File: config.mk
export PLATFORM = sky130hd
export DESIGN_NAME = matmul_sched
export DESIGN_NICKNAME = d
export VERILOG_FILES = /design/src/rtl/matmul_sched.sv
export SDC_FILE = /design/constraint.sdc
export NUM_CORES = 1
export LEC_CHECK = 0
export ABC_CLOCK_PERIOD_IN_PS = 2550
export BUFFER_PORTS_ARGS = -buffer_cell sky130_fd_sc_hd__clkbuf_2
export CAP_MARGIN = 0
export CORE_MARGIN = 2
export CORE_UTILIZATION = 45
export CTS_CLUSTER_DIAMETER = 80
export DETAILED_ROUTE_END_ITERATION = 10
export PLACE_DENSITY = 0.68
export SLEW_MARGIN = 20
export SYNTH_ARGS = -nofsm -noshare
export SYNTH_HDL_FRONTEND = slang
export SYNTH_SLANG_ARGS = --single-unit
export TNS_END_PERCENT = 20
File: constraint.sdc
create_clock -name clk -period 2.55 [get_ports clk]
set_input_delay 0.51 -clock clk [delete_from_list [all_inputs] [get_ports clk]]
set_output_delay 0.51 -clock clk [all_outputs]
set_load 0.02 [all_outputs]
File: src/rtl/matmul_sched.sv
// Matrix-multiply sequencer: walks C = A*B terms for an external MAC and collects sums into a credit-protected result FIFO.
// Optional MATMUL_SAT_EN: saturate results to the signed DATA_WIDTH range instead of truncating.
module matmul_sched #(
  parameter int DATA_WIDTH = 16,
  parameter int ACC_WIDTH  = 37,
  parameter int MAX_DIM    = 32,
  parameter int RES_DEPTH  = 4,
  localparam int IDX_W     = $clog2(MAX_DIM)
) (
  input  logic                  clk,
  input  logic                  reset,
  input  logic                  start,
  input  logic [IDX_W:0]        cfg_rows,
  input  logic [IDX_W:0]        cfg_inner,
  input  logic [IDX_W:0]        cfg_cols,
  output logic                  busy,
  output logic                  done,
  output logic                  err,
  output logic                  op_valid,
  output logic [IDX_W-1:0]      a_row,
  output logic [IDX_W-1:0]      a_col,
  output logic [IDX_W-1:0]      b_row,
  output logic [IDX_W-1:0]      b_col,
  output logic                  term_first,
  output logic                  term_last,
  input  logic                  mac_sum_valid,
  input  logic [ACC_WIDTH-1:0]  mac_sum,
  output logic                  res_valid,
  input  logic                  res_ready,
  output logic [DATA_WIDTH-1:0] res_data,
  output logic [IDX_W-1:0]      res_row,
  output logic [IDX_W-1:0]      res_col
);

  localparam int PW = $clog2(RES_DEPTH);
  localparam int CW = $clog2(RES_DEPTH + 1);
  localparam logic [IDX_W:0] DIM_MAX  = (IDX_W + 1)'(MAX_DIM);
  localparam logic [IDX_W:0] DIM_ONE  = (IDX_W + 1)'(1);
  localparam logic [CW:0]    DEPTH_C  = (CW + 1)'(RES_DEPTH);
  localparam logic [CW-1:0]  CNT_ONE  = CW'(1);
  localparam logic [PW-1:0]  PTR_ONE  = PW'(1);
  localparam logic [PW-1:0]  PTR_LAST = PW'(RES_DEPTH - 1);

  typedef enum logic [1:0] {IDLE, RUN, DRAIN} state_t;

  state_t               state, state_nx;
  logic [IDX_W:0]       rows_r, inner_r, cols_r;
  logic [IDX_W-1:0]     i, j, k, oi, oj;
  logic [CW-1:0]        in_flight, count;
  logic [PW-1:0]        wr_ptr, rd_ptr;
  logic [DATA_WIDTH-1:0] mem_data [RES_DEPTH];
  logic [IDX_W-1:0]     mem_row  [RES_DEPTH];
  logic [IDX_W-1:0]     mem_col  [RES_DEPTH];
  logic                 err_r;
  logic [DATA_WIDTH-1:0] conv;

  logic dims_ok, accept, issue, stall, push, pop, drain_done;
  logic k_last, j_last, i_last, oj_last;
  logic [CW:0] pending;

  assign dims_ok = (cfg_rows  != '0) && (cfg_rows  <= DIM_MAX) &&
                   (cfg_inner != '0) && (cfg_inner <= DIM_MAX) &&
                   (cfg_cols  != '0) && (cfg_cols  <= DIM_MAX);
  assign k_last  = ({1'b0, k}  == inner_r - DIM_ONE);
  assign j_last  = ({1'b0, j}  == cols_r  - DIM_ONE);
  assign i_last  = ({1'b0, i}  == rows_r  - DIM_ONE);
  assign oj_last = ({1'b0, oj} == cols_r  - DIM_ONE);

  // Sums already in the MAC pipeline reserve FIFO slots, so a last term waits for a free slot.
  assign pending    = {1'b0, count} + {1'b0, in_flight};
  assign stall      = k_last && (pending >= DEPTH_C);
  assign accept     = (state == IDLE) && start && dims_ok;
  assign issue      = (state == RUN) && !stall;
  assign push       = mac_sum_valid && (in_flight != '0);
  assign res_valid  = (count != '0);
  assign pop        = res_valid && res_ready;
  assign drain_done = (state == DRAIN) && (in_flight == '0) && (count == '0) && !pop;

`ifdef MATMUL_SAT_EN
  localparam logic signed [ACC_WIDTH-1:0] SAT_HI =
    {{(ACC_WIDTH - DATA_WIDTH + 1){1'b0}}, {(DATA_WIDTH - 1){1'b1}}};
  localparam logic signed [ACC_WIDTH-1:0] SAT_LO =
    {{(ACC_WIDTH - DATA_WIDTH + 1){1'b1}}, {(DATA_WIDTH - 1){1'b0}}};
  always_comb begin
    conv = mac_sum[DATA_WIDTH-1:0];
    if ($signed(mac_sum) > SAT_HI)      conv = SAT_HI[DATA_WIDTH-1:0];
    else if ($signed(mac_sum) < SAT_LO) conv = SAT_LO[DATA_WIDTH-1:0];
  end
`else
  logic unused_hi;
  assign conv      = mac_sum[DATA_WIDTH-1:0];
  assign unused_hi = ^mac_sum[ACC_WIDTH-1:DATA_WIDTH];
`endif

  always_ff @(posedge clk or posedge reset) begin
    if (reset) state <= IDLE;
    else       state <= state_nx;
  end

  always_comb begin
    state_nx = state;
    case (state)
      IDLE:    if (accept) state_nx = RUN;
      RUN:     if (issue && k_last && j_last && i_last) state_nx = DRAIN;
      DRAIN:   if (drain_done) state_nx = IDLE;
      default: state_nx = IDLE;
    endcase
  end

  always_comb begin
    op_valid   = issue;
    busy       = (state == RUN) || ((state == DRAIN) && !drain_done);
    done       = drain_done;
    err        = err_r;
    term_first = issue && (k == '0);
    term_last  = issue && k_last;
    a_row      = i;
    a_col      = k;
    b_row      = k;
    b_col      = j;
  end

  always_ff @(posedge clk or posedge reset) begin
    if (reset) begin
      rows_r <= '0; inner_r <= '0; cols_r <= '0;
      i <= '0; j <= '0; k <= '0;
      err_r <= 1'b0;
    end else begin
      err_r <= (state == IDLE) && start && !dims_ok;
      if (accept) begin
        rows_r <= cfg_rows; inner_r <= cfg_inner; cols_r <= cfg_cols;
        i <= '0; j <= '0; k <= '0;
      end else if (issue) begin
        if (!k_last) k <= k + 1'b1;
        else begin
          k <= '0;
          if (!j_last) j <= j + 1'b1;
          else begin
            j <= '0;
            i <= i + 1'b1;
          end
        end
      end
    end
  end

  always_ff @(posedge clk or posedge reset) begin
    if (reset) begin
      in_flight <= '0; count <= '0;
      wr_ptr <= '0; rd_ptr <= '0;
      oi <= '0; oj <= '0;
    end else begin
      case ({issue && k_last, push})
        2'b10:   in_flight <= in_flight + CNT_ONE;
        2'b01:   in_flight <= in_flight - CNT_ONE;
        default: ;
      endcase
      case ({push, pop})
        2'b10:   count <= count + CNT_ONE;
        2'b01:   count <= count - CNT_ONE;
        default: ;
      endcase
      if (push) wr_ptr <= (wr_ptr == PTR_LAST) ? '0 : wr_ptr + PTR_ONE;
      if (pop)  rd_ptr <= (rd_ptr == PTR_LAST) ? '0 : rd_ptr + PTR_ONE;
      if (accept) begin
        oi <= '0; oj <= '0;
      end else if (push) begin
        if (oj_last) begin
          oj <= '0;
          oi <= oi + 1'b1;
        end else oj <= oj + 1'b1;
      end
    end
  end

  always_ff @(posedge clk) begin
    if (push) begin
      mem_data[wr_ptr] <= conv;
      mem_row[wr_ptr]  <= oi;
      mem_col[wr_ptr]  <= oj;
    end
  end

  assign res_data = res_valid ? mem_data[rd_ptr] : '0;
  assign res_row  = res_valid ? mem_row[rd_ptr]  : '0;
  assign res_col  = res_valid ? mem_col[rd_ptr]  : '0;

endmodule
# Word level (Yosys, flattened, before mapping)

Memories as Yosys holds them, arrays and structs flattened.
Cells that the tools add are included.

Register bits after elaboration: 56
Bits in latches: 0
RAM bits: 104
Bits in read-only memories: 0
Bits of input ports: 60
Logic and storage cells: 126
Memories: 3

$add $sub $neg: 15
Multipliers: 0
Divide/modulo/power cells: 0
Order comparisons: 4
Eq/ne operators: 15
Shift operators: 0
Mux-type cells: 30
Bitwise operators: 0
Reduce and logical (&&, ||, !) cells: 45

Memory list:

| memory   | depth | bits a word | read ports | clocked after Yosys merged registers in | write ports | line | text |
|---|---|---|---|---|---|---|---|
| mem_data | 4     | 16          | 1          | 0                                       | 1           | 51   | `logic [DATA_WIDTH-1:0] mem_data [RES_DEPTH];` |
| mem_col  | 4     | 5           | 1          | 0                                       | 1           | 53   | `logic [IDX_W-1:0] mem_col [RES_DEPTH];` |
| mem_row  | 4     | 5           | 1          | 0                                       | 1           | 52   | `logic [IDX_W-1:0] mem_row [RES_DEPTH];` |

Operator list:

| kind                  | count |
|---|---|
| $mux W5               | 19 |
| $add A5 B1 Y5 const B | 5 |
| $eq A5 B6 Y1          | 4 |
| $logic_and A1 B1 Y1   | 20 |
| $le A6 B6 Y1 const B  | 3 |
| $reduce_bool A6 Y1    | 3 |
| $sub A6 B1 Y6 const B | 3 |
| $mux W16              | 1 |
| $reduce_bool A2 Y1    | 7 |
| $pmux W3 S2           | 2 |
| $eq A2 B2 Y1 const B  | 5 |
| $mux W2               | 5 |
| $add A3 B1 Y3 const B | 2 |
| $eq A2 B1 Y1 const B  | 3 |
| $logic_not A3 Y1      | 2 |
| $pmux W2 S3           | 1 |
| $reduce_and A3 Y1     | 2 |
| $reduce_bool A3 Y1    | 2 |
| $sub A3 B1 Y3 const B | 2 |
| $logic_not A5 Y1      | 1 |
| $add A2 B1 Y2 const B | 2 |
| $add A3 B3 Y4         | 1 |
| $ge A4 B3 Y1 const B  | 1 |
| $logic_not A1 Y1      | 4 |
| 6 further kinds       | 9 |

# Depth between registers and ports, before layout

Gate-level depths: netlist of run 1.

Word-level depth: 10
Gate-level depth with buffers: 13
Depth with buffers taken out: 13

# Worst setup path after synthesis of run 1

Ideal clock, no wire load.

Path kind: register to output
Start point: register inner_r[0]
End point: output port term_first
Data arrival time: 2.110 ns
Path slack: -0.070 ns
Cell stages (with the launch flop): 6
Path buffers: 0
Cell sequence: dfrtp_1 or2_2 or4_1 nand4_1 o31ai_1 nor4_1

Cells in the longest elaborated chain, start to end: 6

RTL lines:

| item                     | line | text |
|---|---|---|
| start: declaration       | 47   | `logic [IDX_W:0] rows_r, inner_r, cols_r;` |
| start signal: assignment | 131  | `rows_r <= cfg_rows; inner_r <= cfg_inner; cols_r <= cfg_cols;` |
| $sub A6 B1 Y6            | 64   | `assign k_last = ({1'b0, k} == inner_r - DIM_ONE);` |
| $eq A5 B6 Y1             | 64   |  |
| $logic_and A1 B1 Y1      | 71   | `assign stall = k_last && (pending >= DEPTH_C);` |
| $logic_not A1 Y1         | 73   | `assign issue = (state == RUN) && !stall;` |
| $logic_and A1 B1 Y1      | 73   |  |
| $logic_and A1 B1 Y1      | 115  | `term_first = issue && (k == '0);` |
| end: declaration         | 24   | `output logic term_first,` |

Every way passes these cells.

# Final worst setup path of run 1

Start point: register inner_r[3]
End point: output port term_first

The elaborated chain is that of the path after synthesis.

==> results.toml, run 1 <==
[floorplanning]
start_util = 0.463
core_region_area_um2 = 15900
die_area_um2 = 17500
io_pins = 113
rows = 46
die_y_um = 132
die_w_um = 132

[outcome]
violations = "negative setup slack"
outcome = "complete, but fails checks"

[worst_setup_path]
max_stage_delay_ns = 0.46
critPathCaptureType = "output port"
crit_type = "register to output port"
reg2reg_to = "in_flight[2]$_DFFE_PP0P_"
crit_path_cell_trace = "or2_4 -> or4_1 -> nand4_1 -> o31ai_2 -> buf_4 -> nor4_4 -> buf_4"
cp_max_fo = 3
start_kind = "register"
required_ns = 2.04
crit_top_cell = "buf_4"
worstSetupEndpoint = "term_first"
r2r-start = "inner_r[3]$_DFFE_PP0N_"
startpoint = "inner_r[3]$_DFFE_PP0N_"
cpMaxStageDelayCell = "or4_1"
arrival_ns = 2.22
worstRegToRegCells = 13
rrSetupSlack_ns = -0.07

[sta]
slew_viol_final = 0
hold_viol = 0
period_minus_slack_ns = 2.73
fin_skew_ns = 0.00976
period_share = 1.07
max_freq_ghz = 0.366
setup_ws_ns = -0.182
rsz0062_at_grt = "yes"
max_slew_margin = 0.669
setup_viol = 4
fin_setup_tns_ns = -0.531
tightest_slew_ns = 0.496

[synth]
synth_area_um2 = 7390
ys_ff_latch = 160
synthCells = 551
synth.distinct_cells = 54
ys_seq_area_frac = 0.612
synth_edf_count = 104
avgSynthCellArea_um2 = 13.4
synthFlopType = "edfxtp_1"
synth_nets = 631
yosys_warnings = 0
async_flop_share = 0.350

[flow_run]
max_cap_violations = 0

[cells_and_area]
diodes = 0
fin_util = 0.567
final_area_um2 = 9040
layout-drive-gt1-share = 0.321
syn2layout_area_growth_pct = 22.3
fin_nets = 755
finalNonFillerCells = 904

[min_path]
hold_path_class = "input pin to async pin"

[pwr]
p_per_area_nw_per_um2 = 1130
leakage_nw = 3.64
vdd_drop_max_mv = 0.576
fin_total_pwr_w = 0.0102

[routing]
final_antenna_net_count = 0
vias = 4830
drt-pass1-iter-count = 4
route.detailed.drc = 0
viasPerCell = 5.34
drt_iter0_markers = 253
wl_mm = 15.1
wl_per_cell_um = 16.7

[global_routing]
grt_pass1_vias = 4981
grt_usage = 0.181
grt_overflow_total = 0
antenna_found_initial = 0
grt_max_degree = 27
grt_pass1_wl_mm = 25.0

[clock_tree]
cts_made_buffers = 17
clk_pin_slew_ns = 0.06
insertion_delay_ns = 0.43
cts_max_path_buffers = 2
root_buffer = "clkbuf_16"
clock_sink_count = 160
cts_tree = "built"
h-tree-depth = 4

[place]
placed_area_um2 = 8200
placed_cells = 855
portBuffers = 91
gp_congestion = 0.804
dpl.hpwl_mm = 9.96
-- report_power, final --
group	switching (W)	total, W	internal, W
clock network	0.00101	0.00241	0.00140
registers	0.000438	0.00385	0.00342
logic	0.00210	0.00393	0.00183
-- routing by layer --
metal | GRT usage | routed length, um
met1 | 0.226 | 6530
met2 | 0.308 | 7570
met3 | 0.0519 | 814
met4 | 0.0537 | 197
met5 | 0 | 0
-- metrics by stage --
step,worst slack [ns],hold WS (ns)
detailed placement,-0.0596,0.493
finish,-0.182,0.0938
floorplan,0.0684,0.459
global route,-0.283,0.119
CTS,-0.180,0.0968
global placement,0.00270,0.483
-- worst max-delay path, delay by kind of cell (launching register included) --
| family | cells | cell delay (ns) |
|---|---|---|
| and+or+nand+nor | 4 | 0.96 |
| AOI/OAI and AO/OA | 1 | 0.09 |
| DFF | 1 | 0.38 |
| buffers and inverters | 2 | 0.36 |
-- synth_stat cells (6+ instances only) --
cell type	number	share of area
edfxtp_1	104	0.42
or3_1	6	0.0051
nand2b_1	8	0.0068
xnor2_1	25	0.030
xor2_1	12	0.014
nor3_1	9	0.0061
nor2_1	17	0.0086
clkbuf_1	20	0.010
ha_1	18	0.030
inv_1	24	0.012
mux2i_1	7	0.0095
o21ai_0	14	0.0095
dfrtp_1	56	0.19
nand2_1	67	0.034
and2_1	35	0.030
a21oi_1	7	0.0047
mux4_2	26	0.079
nand3_1	14	0.0095
-- final cells by class --
class | count | area (um^2)
flip-flops and latches | 160 | 4530
repair buffers | 136 | 845
clock inverters | 11 | 105
multi-input cells | 336 | 2740
well taps | 216 | 270
fillers | 1281 | 6910
inverters | 24 | 92.6
clock buffers | 21 | 460
-- timing repair --
action	in CTS	in global routing
resized for setup	25	14
pin swaps	12	3
buffers inserted	6	11
endpoints found under the setup margin	31	29
hold buffers	0	0
-- placed cells by master, fill, tap and decap left out, drive strengths merged, types with 14 or more instances in the layout --
| cell | Yosys | final |
|---|---|---|
| xnor2 | 25 | 25 |
| and2 | 35 | 35 |
| o21ai | 14 | 14 |
| buf | 11 | 48 |
| edfxtp | 104 | 104 |
| dfrtp | 56 | 56 |
| nand3 | 14 | 14 |
| ha | 18 | 18 |
| nor2 | 17 | 17 |
| clkbuf | 20 | 109 |
| nand2 | 67 | 67 |
| inv | 24 | 28 |
| mux4 | 26 | 26 |
-- state kept, by name (all words and copies together) (netlist names), 3 cells and up --
| signal | count |
|---|---|
| mem_col | 20 |
| oi | 5 |
| mem_data | 64 |
| b_col | 5 |
| in_flight | 3 |
| rows_r | 6 |
| a_row | 5 |
| oj | 5 |
| mem_row | 20 |
| a_col | 5 |
| inner_r | 6 |
| cols_r | 6 |
| count | 3 |
-- kinds of logic after synthesis --
logic type                 after synthesis  synth area share
and+or+nand+nor                        190             0.131
adders and majority gates               20            0.0359
buffers and inverters                   55            0.0329
AOI/OAI and AO/OA                       53            0.0486
DFF                                    160             0.612
muxes                                   35            0.0918
xor gates and xnor gates                38            0.0469
-- worst min-delay path by stage --
| stage | from | to | slack, ns | cells past startpoint |
|---|---|---|---|---|
| after floorplan | count[2]$_DFFE_PP0P_ | count[2]$_DFFE_PP0P_ | 0.46 | 1 |
| after global routing | reset | a_col[0]$_DFFE_PP0P_ | 0.12 | 2 |
| after CTS | reset | a_col[3]$_DFFE_PP0P_ | 0.1 | 2 |
| after global placement | count[2]$_DFFE_PP0P_ | count[2]$_DFFE_PP0P_ | 0.48 | 1 |
| final | reset | a_col[0]$_DFFE_PP0P_ | 0.09 | 2 |
| after detailed placement | count[2]$_DFFE_PP0P_ | count[2]$_DFFE_PP0P_ | 0.49 | 1 |
Note: power is estimated with default switching activity, not from simulation.
==> run 2: changes to the inputs <==
--- a/config.mk
+++ b/config.mk
@@ -13,6 +13,7 @@
 export CTS_CLUSTER_DIAMETER = 80
 export DETAILED_ROUTE_END_ITERATION = 10
 export PLACE_DENSITY = 0.68
+export SKIP_CTS_REPAIR_TIMING = 1
 export SLEW_MARGIN = 20
 export SYNTH_ARGS = -nofsm -noshare
 export SYNTH_HDL_FRONTEND = slang
==> results.toml, run 2 (synthesis gave the netlist of run 1 again) <==
[place]
placed_area_um2 = 8200
dpl.hpwl_mm = 9.96
gp_congestion = 0.804
portBuffers = 91

[routing]
maxUsedRoutingLayer = "met4"
final_antenna_net_count = 0
dr_wl_met2_mm = 7.41
drt_iter0_markers = 316
wl_per_cell_um = 16.6
vias = 4783
wl_met3_um = 816
wl_mm = 14.8
drt-pass1-iter-count = 4
route.detailed.drc = 0
wl_met1_mm = 6.47
viasPerCell = 5.37

[sta]
rsz0062_at_grt = "yes"
period_minus_slack_ns = 2.74
setup_viol = 4
setup_ws_ns = -0.194
period_share = 1.08
max_slew_margin = 0.668
max_freq_ghz = 0.364
slew_viol_final = 0
tightest_slew_ns = 0.497
fin_skew_ns = 0.0119
fin_setup_tns_ns = -0.616
hold_viol = 0

[floorplanning]
die_y_um = 132
start_util = 0.463
die_w_um = 132
core_region_area_um2 = 15900
die_area_um2 = 17500
io_pins = 113
rows = 46

[cells_and_area]
final_cell_mix = "104 x edfxtp_1, 74 x clkbuf_2, 66 x nand2_1, 55 x dfrtp_1, 34 x and2_1"
diodes = 0
syn2layout_area_growth_pct = 20.7
fin_util = 0.559
layout_commonest_cell = "edfxtp_1"
final_area_um2 = 8920
layout-drive-gt1-share = 0.304
largest_reg_flops = 64
top_register = "mem_data"
fin_nets = 742
reg_top3 = "mem_data (64), mem_col (20), mem_row (20)"

[outcome]
outcome = "complete, but fails checks"
violations = "negative setup slack"

[clock_tree]
clk_pin_slew_ns = 0.06
h-tree-depth = 4
insertion_delay_ns = 0.42
root_buffer = "clkbuf_16"
cts_max_path_buffers = 2
cts_made_buffers = 17
clock_sink_count = 160
cts_tree = "built"

[pwr]
leakage_nw = 3.58
p_per_area_nw_per_um2 = 1130
p_sw_frac = 0.347
p_int_w = 0.00656
vdd_drop_max_mv = 0.594
p_sw_w = 0.00349
clockPowerShare = 0.240
seq_power_share = 0.385
p_comb_frac = 0.375

[global_routing]
grt_max_degree = 27
grt_usage = 0.177
grt_overflow_total = 0
grt_pass1_wl_mm = 24.5
antenna_found_initial = 0
grt_pass1_vias = 4899

[worst_setup_path]
arrival_ns = 2.23
crit_type = "register to output port"
critPathCaptureType = "output port"
max_stage_delay_ns = 0.48
required_ns = 2.04
crit_path_cell_trace = "or2_4 -> or4_1 -> nand4_1 -> buf_4 -> nor2_2 -> nand2_2 -> inv_2 -> buf_6"
start_kind = "register"
r2r-start = "inner_r[0]$_DFFE_PP0N_"
cpMaxStageDelayCell = "or4_1"
cp_max_fo = 4
startpoint = "inner_r[0]$_DFFE_PP0N_"

[flow_run]
max_cap_violations = 0

[min_path]
hold_path_class = "input pin to async pin"
==> run 2: cell types whose count changed in the layout (fill, tap and decap cells not counted), moves of 2 or more <==
cell	change
buf_2	+13
o31ai_2	-2
buf_4	-12
clkbuf_2	-14
==> run 2: worst paths after layout <==
check | depth (start not counted) | to | slack (ns)
max | 8 | term_last | -0.19
min | 2 | a_col[0]$_DFFE_PP0P_ | 0.1
max reg2reg | 12 | in_flight[2]$_DFFE_PP0P_ | -0.10
min reg2reg | 2 | rows_r[5]$_DFFE_PP0N_ | 0.51
max in group asynchronous | 3 | rd_ptr[0]$_DFFE_PP0P_ | 1.78
min in group clk | 3 | rows_r[3]$_DFFE_PP0N_ | 0.29
==> run 2: area by class of cell <==
cell class              instances  area (um^2)
well taps                     216          270
multi-input cells             336         2720
clock inverters                11          105
repair buffers                123          749
clock buffers                  21          460
inverters                      24         90.1
fillers                      1286         7020
flip-flops and latches        160         4530
==> run 2: layer usage <==
layer,GRT usage,up-vias
met5,0,-
met3,0.0515,13
met1,0.224,2405
li1,-,2228
met4,0.0501,0
met2,0.299,137
==> run 2: critical path: cells and delay by family (launching register included) <==
| family | cells | cell delay, ns |
|---|---|---|
| DFF | 1 | 0.41 |
| buffers and inverters | 3 | 0.35 |
| and+or+nand+nor | 5 | 1.06 |
==> run 2: power by group through the flow <==
stage | clock (W) | sequential [W] | combinational (W)
floorplan | 0 | 0.00383 | 0.00254
global placement | 0 | 0.00387 | 0.00354
detailed placement | 0 | 0.00392 | 0.00363
CTS | 0.00246 | 0.00387 | 0.00365
global route | 0.00259 | 0.00395 | 0.00412
finish | 0.00241 | 0.00387 | 0.00377
==> run 2: stage by stage <==
stage	power [W]	hold WS (ns)	setup slack, ns	instances
finish	0.0101	0.0989	-0.194	891
global route	0.0107	0.119	-0.293	891
CTS	0.00998	0.0968	-0.397	887
detailed placement	0.00754	0.493	-0.0596	855
global placement	0.00741	0.483	0.00270	855
floorplan	0.00638	0.459	0.0684	551
